[src/rtl/fpnew_result_buffer.sv]
// Result buffer placed after the FPU output port. Buffers result/status/tag
// beats in a small FIFO so the FPU keeps draining while writeback stalls,
// and accrues the exception flags of results consumed by writeback.
module fpnew_result_buffer #(
  parameter int unsigned Width    = 16,
  parameter int unsigned Depth    = 4,
  parameter int unsigned TagWidth = 1,
  parameter int unsigned CntWidth = $clog2(Depth + 1)
) (
  input  logic                clk_i,
  input  logic                rst_ni,
  input  logic                flush_i,
  input  logic [Width-1:0]    fpu_result_i,
  input  logic [4:0]          fpu_status_i,
  input  logic [TagWidth-1:0] fpu_tag_i,
  input  logic                fpu_valid_i,
  output logic                fpu_ready_o,
  output logic [Width-1:0]    result_o,
  output logic [4:0]          status_o,
  output logic [TagWidth-1:0] tag_o,
  output logic                out_valid_o,
  input  logic                out_ready_i,
  output logic [4:0]          fflags_o,
  input  logic                fflags_clr_i,
  output logic [CntWidth-1:0] count_o,
  output logic                full_o,
  output logic                empty_o
);

  localparam int unsigned PtrWidth = (Depth > 1) ? $clog2(Depth) : 1;

  logic [Width-1:0]    res_mem [Depth];
  logic [4:0]          sts_mem [Depth];
  logic [TagWidth-1:0] tag_mem [Depth];

  logic [PtrWidth-1:0] wr_ptr_q, rd_ptr_q;
  logic [CntWidth-1:0] count_q;
  logic [4:0]          fflags_q;
  logic                push, pop;

  // Status decode and handshakes; ready depends on occupancy only
  always_comb begin
    full_o      = (count_q == CntWidth'(Depth));
    empty_o     = (count_q == '0);
    fpu_ready_o = !full_o;
    out_valid_o = !empty_o;
    push        = fpu_valid_i & fpu_ready_o;
    pop         = out_valid_o & out_ready_i;
    result_o    = res_mem[rd_ptr_q];
    status_o    = sts_mem[rd_ptr_q];
    tag_o       = tag_mem[rd_ptr_q];
    count_o     = count_q;
    fflags_o    = fflags_q;
  end

  // Entry storage; a beat pushed in a flush cycle is discarded
  always_ff @(posedge clk_i or negedge rst_ni) begin
    if (!rst_ni) begin
      for (int unsigned i = 0; i < Depth; i++) begin
        res_mem[i] <= '0;
        sts_mem[i] <= '0;
        tag_mem[i] <= '0;
      end
    end else if (push && !flush_i) begin
      res_mem[wr_ptr_q] <= fpu_result_i;
      sts_mem[wr_ptr_q] <= fpu_status_i;
      tag_mem[wr_ptr_q] <= fpu_tag_i;
    end
  end

  // Pointers and occupancy; flush overrides push and pop
  always_ff @(posedge clk_i or negedge rst_ni) begin
    if (!rst_ni) begin
      wr_ptr_q <= '0;
      rd_ptr_q <= '0;
      count_q  <= '0;
    end else if (flush_i) begin
      wr_ptr_q <= '0;
      rd_ptr_q <= '0;
      count_q  <= '0;
    end else begin
      if (push) wr_ptr_q <= wr_ptr_q + PtrWidth'(1);
      if (pop)  rd_ptr_q <= rd_ptr_q + PtrWidth'(1);
      if (push && !pop)      count_q <= count_q + CntWidth'(1);
      else if (pop && !push) count_q <= count_q - CntWidth'(1);
    end
  end

  // Sticky flags: clear takes effect before accruing the popped status;
  // a pop in a flush cycle is not recorded
  always_ff @(posedge clk_i or negedge rst_ni) begin
    if (!rst_ni) begin
      fflags_q <= '0;
    end else if (pop && !flush_i) begin
      fflags_q <= (fflags_clr_i ? 5'b0 : fflags_q) | status_o;
    end else if (fflags_clr_i) begin
      fflags_q <= '0;
    end
  end

endmodule

[config.mk]
export PLATFORM = sky130hd
export DESIGN_NAME = fpnew_result_buffer
export DESIGN_NICKNAME = d
export VERILOG_FILES = /design/src/rtl/fpnew_result_buffer.sv
export SDC_FILE = /design/constraint.sdc
export NUM_CORES = 1
export LEC_CHECK = 0
export ABC_AREA = 0
export CELL_PAD_IN_SITES_DETAIL_PLACEMENT = 1
export CELL_PAD_IN_SITES_GLOBAL_PLACEMENT = 2
export CORE_ASPECT_RATIO = 0.5
export CORE_MARGIN = 1.5
export CORE_UTILIZATION = 43
export DETAILED_ROUTE_END_ITERATION = 16
export PLACE_DENSITY = 0.88
export SYNTH_ARGS = -nofsm -noshare
export SYNTH_HDL_FRONTEND = slang
export SYNTH_SLANG_ARGS = --single-unit
[constraint.sdc]
create_clock -name clk_i -period 4.1 [get_ports clk_i]
set_input_delay 0.82 -clock clk_i [delete_from_list [all_inputs] [get_ports clk_i]]
set_output_delay 0.82 -clock clk_i [all_outputs]
set_load 0.005 [all_outputs]
Word level (Yosys, flattened, before mapping). Cells that the tools add are included.

Memories kept: 0. Bits in read-only memories: 0. Word-level logic and storage cells: 70. Register bits after elaboration: 100. Bits in writable memories: 0. Bits of input ports: 28. Bits in latches: 0. Output and inout port bits: 34.

Equality and inequality tests: 1. $mul: 0. Muxes and demuxes: 27. Reductions and logical operators: 14. Shift operators: 0. Add/subtract/negate cells: 4. Div/mod/pow operators: 0. $lt $le $gt $ge: 3. Bitwise operators: 5.

Operators by type and width (number): $bwmux 64 (1); $mux 16 (3); $bmux 16 s2 (1); $demux 16 s2 (1); $mux 5 (5); $bwmux 20 (1); $bmux 5 s2 (1); $demux 5 s2 (1); $mux 3 (3); $mux 2 (4); $ge 3x3->1 const B (2); $not 2->3 (2); $logic_and 1x1->1 (5); $logic_not 1->1 (5); $or 5x5->5 (1); $add 2x1->2 const B (2); $bwmux 4 (1); $reduce_bool 2->1 (2); $add 3x1->3 const B (1); $eq 3x3->1 const B (1); $logic_not 3->1 (1); $lt 3x1->1 const B (1); $mux 1 (3); $reduce_bool 3->1 (1); other kinds (4) (5).

Logic depth before layout (Yosys ltp). Gate-level depths: netlist (run 1).

Depth in word-level cells: 8. Mapped depth: 8.

Least setup slack after synthesis (run 1). No wires, ideal clock.

Path kind: reg2out. Start: register rd_ptr_q[0]. End: output result_o[10]. Slack: 1721 ps. Arrival time: 1559 ps. Stages on the path, launching flop included: 5. Required time: 3280 ps. Cells stage by stage: dfrtp_1 buf_2 buf_2 buf_4 mux4_2.

Longest elaborated chain between the ends: 4.

Ends and longest elaborated chain: start: declaration (RTL line 36) `logic [PtrWidth-1:0] wr_ptr_q, rd_ptr_q;`; start signal: assignment (RTL line 83) `if (pop) rd_ptr_q <= rd_ptr_q + PtrWidth'(1);`; $not 2->3 (not written as such) (RTL line 49) `result_o = res_mem[rd_ptr_q];`; $bmux 16 s2 (RTL line 49); $mux 16 (not written as such) (2 in series) (RTL line 49); end: declaration (RTL line 18) `output logic [Width-1:0] result_o,`.

No other way between the ends. The select of a mux whose other input is x is not followed.

Final worst setup path (run 1).
Start: register rd_ptr_q[0]. End: output status_o[1].

Longest elaborated chain between the ends: 4.

Ends and longest elaborated chain: $not 2->3 (not written as such) (RTL line 50) `status_o = sts_mem[rd_ptr_q];`; $bmux 5 s2 (RTL line 50); $mux 5 (not written as such) (2 in series) (RTL line 50); end: declaration (RTL line 19) `output logic [4:0] status_o,`.

No other way between the ends. The select of a mux whose other input is x is not followed.

==> flow_metrics.py, run 1 <==
metrics = {
    "outcome": {
        "status": "finished, final reports clean",
    },
    "power_and_ir_drop": {
        "power.switching_mw": 1.08,
        "p_clk_share_pct": 20.9,
        "leakage_nw": 2.41,
        "p_per_area_mw_per_mm2": 697,
        "combPwrFrac_pct": 36.1,
        "switching_share_pct": 27.7,
        "ir_worst_vdd_mv": 0.231,
        "pwr-share-seq_pct": 43.0,
        "power.internal_mw": 2.81,
    },
    "worst_setup_path": {
        "crit_chain": "mux4_2 > clkdlybuf4s50_1",
        "critical_path.max_stage_delay_ps": 950,
        "crit_path_max_fanout": 24,
        "crit_type": "reg2out",
        "cp_num_buf_inv": 1,
        "cp_slowest_cell": "dfrtp_2",
        "end_kind": "output port",
        "start_kind": "register",
        "path_delay_family": "flip-flops",
        "required_ps": 3280,
        "worstPathArrival_ps": 2410,
    },
    "timing": {
        "setup_violations": 0,
        "tightest_slew_ps": 889,
        "rsz0062_at_grt": "false",
        "period_needed_ps": 3230,
        "hold_violations": 0,
        "post-route-period-util_pct": 78.9,
        "tns_ps": 0,
        "maxSlewHeadroom_pct": 40.7,
        "fmax_ghz": 0.309,
        "skew_ps": 3.07,
        "maxSlewViolCount": 0,
        "whs_ps": 504,
    },
    "logic_synthesis": {
        "synth_edf_count": 0,
        "synth_compound_area_share_pct": 2.69,
        "postSynthCellCount": 287,
        "synth_mux_area_share_pct": 34.6,
        "synth_seq_cells": 100,
        "synth_xor_area_share_pct": 0.381,
        "ys_seq_area_share_pct": 54.4,
        "syn_area_per_cell_sq_um": 16.0,
        "syn_area_sq_mm": 0.00460,
        "synthAdderAreaFrac_pct": 1.52,
        "synth_cell_types": 35,
        "synth-simple-area-share_pct": 2.61,
        "synth_top_family_by_area": "multiplexers",
        "yosysWarnings": 0,
        "async_flop_share_pct": 100,
        "synthFlopType": "dfrtp_1",
        "synthesis.nets": 320,
    },
    "clock_network": {
        "clk_latency_ps": 340,
        "cts_tree": "built",
        "post-cts-setup-buffer-count": 0,
        "clock-sinks": 100,
        "cts_root_buffer": "clkbuf_16",
        "htreeDepth": 3,
        "clkSlewWorstSetupHoldPaths_ps": 60,
        "cts_resized": 0,
        "cts_buffers": 9,
        "ctsHoldBuffers": 0,
        "clockBufferDepth": 2,
    },
    "finish": {
        "multiInputGateArea_sq_mm": 0.00193,
        "diodes": 0,
        "register_area_sq_mm": 0.00250,
        "nets": 380,
        "syn_to_final_growth_pct": 21.2,
        "drive_above_1_share_pct": 38.4,
        "finish.cell_count_without_fillers": 492,
        "n_fill_cell": 976,
    },
    "route": {
        "vias": 2664,
        "drc": 0,
        "drt-pass1-iter-count": 4,
        "viasPerCell": 5.41,
        "drt-total-wl_mm": 10.4,
        "first_iter_violations": 148,
        "ant_nets": 0,
        "wl_per_cell_um": 21.1,
    },
    "floorplanning": {
        "num_rows": 26,
        "core-area_sq_mm": 0.0103,
        "num_io_pins": 62,
        "fp.dieH_um": 76.1,
        "die_x_um": 149,
        "start_util_pct": 44.6,
        "die_area_sq_mm": 0.0114,
    },
    "global_route": {
        "grt_pass1_wl_mm": 17.2,
        "grt_max_degree": 55,
        "antenna_found_initial": 0,
        "grt_usage_pct": 20.0,
        "grt-ovfl-total": 0,
        "grt_pass1_vias": 3122,
    },
    "place": {
        "gp_congestion": 0.725,
        "numPlacedInstances": 476,
        "dpl.hpwl_mm": 7.07,
        "port_buffers": 61,
    },
    "hold_path": {
        "hold_class": "reg2reg",
    },
    "run": {
        "cap_violations": 0,
    },
}
[worst reg2reg max path, stage by stage (launching register included)]
cell	delay (ps)
dfrtp_1	460
or3b_1	530
nand3_1	500
buf_4	350
mux2_2	370
[routing by layer]
layer / GRT usage, % / up-vias / wire [um]
met4: 4.65 / 0 / 90
met1: 26.9 / 1448 / 4780
met5: 0 / - / 0
li1: - / 1172 / -
met2: 33.2 / 33 / 5290
met3: 4.43 / 11 / 235
[cells by family after synthesis]
family                     Yosys count
AOI/OAI and AO/OA                   17
xor gates and xnor gates             2
adders and majority gates            5
buffers and inverters               27
DFF                                100
muxes                              113
and+or+nand+nor                     23
[final cells by class]
class | instances | share of cell area (%)
Sequential cell | 100 | 44.9
Multi-Input combinational cell | 160 | 34.5
Clock inverter | 1 | 0.0898
Inverter | 9 | 0.606
Timing Repair Buffer | 67 | 11.7
Tap cell | 140 | 3.14
Clock buffer | 15 | 4.98
[cells in the mapped netlist, types with 2 or more instances]
library cell | instances | area [sq um]
dfrtp_1 | 100 | 2500
mux2_2 | 70 | 788
mux4_2 | 22 | 495
mux2_4 | 20 | 300
nor2_1 | 10 | 37.5
inv_1 | 9 | 33.8
buf_2 | 8 | 40.0
a22o_1 | 5 | 43.8
nand3_1 | 5 | 25.0
ha_1 | 4 | 50.1
o21ai_0 | 4 | 20.0
clkbuf_1 | 3 | 11.3
a21oi_1 | 2 | 10.0
buf_12 | 2 | 40.0
buf_6 | 2 | 22.5
xor2_1 | 2 | 17.5
[placed cells by master, fill, tap and decap left out, types with 2 or more instances in the layout]
master	netlist	routed
mux4_2	22	22
clkbuf_8	1	3
clkdlybuf4s50_1	0	60
clkbuf_16	0	9
dfrtp_1	100	99
xor2_1	2	2
buf_4	1	7
ha_1	4	4
a22o_1	5	5
nor2_1	10	10
o21ai_0	4	4
mux2_4	20	20
inv_1	9	9
nand3_1	5	5
a21oi_1	2	2
clkbuf_1	3	3
mux2_2	70	70
[registers in the layout (all words and copies together), names as in the netlist]
name,count
count_o,3
fflags_o,5
rd_ptr_q,2
res_mem,64
sts_mem,20
tag_mem,4
wr_ptr_q,2
[power groups by stage]
stage | clock network, mW | logic [mW] | registers (mW)
6_report | 0.813 | 1.40 | 1.67
5_1_grt | 0.871 | 1.50 | 1.73
4_1_cts | 0.827 | 1.42 | 1.68
3_5_place_dp | 0 | 1.41 | 1.69
3_3_place_gp | 0 | 1.35 | 1.64
2_1_floorplan | 0 | 0.889 | 1.52
[through the flow]
step | setup slack (ps) | cell area, sq um | total power [mW] | utilization, %
after floorplan | 1720 | 4600 | 2.41 | -
after global placement | 1070 | 5290 | 2.99 | 51.3
after detailed placement | 1020 | 5290 | 3.10 | 51.3
after CTS | 812 | 5570 | 3.92 | 54.1
after global routing | 703 | 5570 | 4.10 | 54.1
final | 867 | 5570 | 3.89 | 54.1
[worst paths after layout]
path,depth (start not counted),slack [ps],end,start
worst max-delay path,2,870,status_o[1],rd_ptr_q[0]
worst min-delay path,1,500,res_mem[13],res_mem[13]
worst max register to register,4,1780,sts_mem[17],count_o[1]
worst min register to register,1,500,res_mem[13],res_mem[13]
max in group asynchronous,2,2740,res_mem[18],rst_ni
min in group asynchronous,1,510,res_mem[45],rst_ni
Power figures use the tool's default switching activity.
==> inputs of run 2 (changes only) <==
CORE_UTILIZATION = 40   (was 43)
PLACE_DENSITY = 0.83   (was 0.88)
clock period = 3.3 ns   (was 4.1 ns; I/O delays follow)
==> run 2 against run 1 <==
  * Hold slack worse by 120 ps
  * Die area is 7.3% higher
  * Register-to-register slack worse by 750 ps
  * Largest power group unchanged
  * Sequential power is 21% higher
  * Power is 24% higher
==> flow_metrics.py, run 2 (same netlist as run 1, synthesis figures left out) <==
metrics = {
    "power_and_ir_drop": {
        "p_per_area_mw_per_mm2": 859,
        "power.internal_mw": 3.48,
        "combPwrFrac_pct": 37.9,
        "ir_worst_vdd_mv": 0.306,
        "power.switching_mw": 1.33,
        "leakage_nw": 2.42,
        "pwr-share-seq_pct": 41.9,
        "switching_share_pct": 27.6,
        "p_clk_share_pct": 20.1,
    },
    "timing": {
        "period_needed_ps": 2860,
        "setup_violations": 0,
        "tightest_slew_ps": 763,
        "skew_ps": 7.15,
        "hold_violations": 0,
        "maxSlewViolCount": 0,
        "maxSlewHeadroom_pct": 49.1,
        "fmax_ghz": 0.349,
        "tns_ps": 0,
        "post-route-period-util_pct": 86.8,
        "rsz0062_at_grt": "false",
    },
    "finish": {
        "syn_to_final_growth_pct": 21.7,
        "fin_area_sq_mm": 0.00560,
        "drive_above_1_share_pct": 38.6,
        "nets": 381,
        "diodes": 0,
        "regMostFlops": "res_mem",
        "layout_common_cells": "dfrtp_1 (99), mux2_2 (70), clkdlybuf4s50_1 (60), mux4_2 (22), mux2_4 (20)",
        "layout_commonest_cell": "dfrtp_1",
        "largest_reg_flops": 64,
    },
    "global_route": {
        "grt_max_degree": 59,
        "grt_pass1_wl_mm": 16.7,
        "grt_pass1_vias": 3013,
        "grt-ovfl-total": 0,
        "grt_usage_pct": 18.3,
        "antenna_found_initial": 0,
    },
    "outcome": {
        "status": "finished, final reports clean",
    },
    "place": {
        "port_buffers": 61,
        "dpl.hpwl_mm": 6.71,
        "gp_congestion": 0.712,
        "post_dp_cell_area_sq_mm": 0.00533,
    },
    "floorplanning": {
        "core-area_sq_mm": 0.0111,
        "die_area_sq_mm": 0.0122,
        "num_io_pins": 62,
        "num_rows": 27,
        "die_x_um": 155,
        "start_util_pct": 41.5,
        "fp.dieH_um": 78.8,
    },
    "route": {
        "drt-pass1-iter-count": 4,
        "wl_per_cell_um": 20.8,
        "vias": 2644,
        "viasPerCell": 5.32,
        "first_iter_violations": 120,
        "drc": 0,
        "ant_nets": 0,
        "drt-total-wl_mm": 10.3,
    },
    "clock_network": {
        "ctsHoldBuffers": 0,
        "cts_tree": "built",
        "post-cts-setup-buffer-count": 0,
        "clock-sinks": 100,
        "cts_buffers": 9,
        "clockBufferDepth": 2,
        "cts_resized": 0,
        "clk_latency_ps": 340,
        "htreeDepth": 3,
        "cts_root_buffer": "clkbuf_16",
        "clkSlewWorstSetupHoldPaths_ps": 60,
    },
    "worst_setup_path": {
        "crit_path_max_fanout": 8,
        "start_kind": "register",
        "crit_type": "reg2out",
        "end_kind": "output port",
        "required_ps": 2640,
        "worstPathArrival_ps": 2200,
    },
    "run": {
        "cap_violations": 0,
    },
    "hold_path": {
        "hold_class": "in2async",
    },
}
-- run 2: cell type report --
| cell class | count | area, sq um |
|---|---|---|
| Multi-Input combinational cell | 160 | 1930 |
| Clock inverter | 2 | 10.0 |
| Tap cell | 145 | 181 |
| Fill cell | 1077 | 5480 |
| Timing Repair Buffer | 68 | 686 |
| Clock buffer | 13 | 260 |
| Inverter | 9 | 33.8 |
| Sequential cell | 100 | 2500 |
-- run 2: path summary, 6_finish.rpt --
kind | from | end | slack (ps) | cells after the start
hold / removal | rst_ni | res_mem[11] | 390 | 1
setup reg to reg | count_o[2] | count_o[2] | 1030 | 7
max in group asynchronous | rst_ni | res_mem[2] | 2210 | 2
setup / recovery | rd_ptr_q[0] | status_o[4] | 440 | 3
min in group clk_i | res_mem[50] | res_mem[50] | 500 | 1
hold reg to reg | res_mem[50] | res_mem[50] | 500 | 1
-- run 2: layer usage --
metal	vias up	GRT usage (%)	wire, um
met5	-	0	0
met4	0	5.10	71
met3	7	3.93	300
met2	42	33.2	5320
met1	1423	22.4	4620
li1	1172	-	-
-- run 2: power groups by stage --
stage | registers, mW | clock network, mW | logic [mW]
5_1_grt | 2.09 | 1.04 | 1.96
6_report | 2.02 | 0.970 | 1.83
4_1_cts | 2.02 | 0.999 | 1.86
3_5_place_dp | 2.03 | 0 | 1.84
2_1_floorplan | 1.89 | 0 | 1.10
3_3_place_gp | 1.96 | 0 | 1.78
-- run 2: critical path, stage by stage, from the launching register on --
cell and delay [ps]:
dfrtp_2 520, buf_4 280, mux4_2 560, clkdlybuf4s50_1 490
-- run 2: per-stage QoR --
step	cells	hold WS, ps	setup WS (ps)	utilization (%)	power, mW
detailed placement	482	492	600	48.1	3.87
CTS	497	416	375	50.5	4.88
global placement	482	481	650	48.1	3.74
global route	497	425	325	50.5	5.09
floorplan	287	364	1080	-	3.00
finish	497	386	437	50.5	4.81
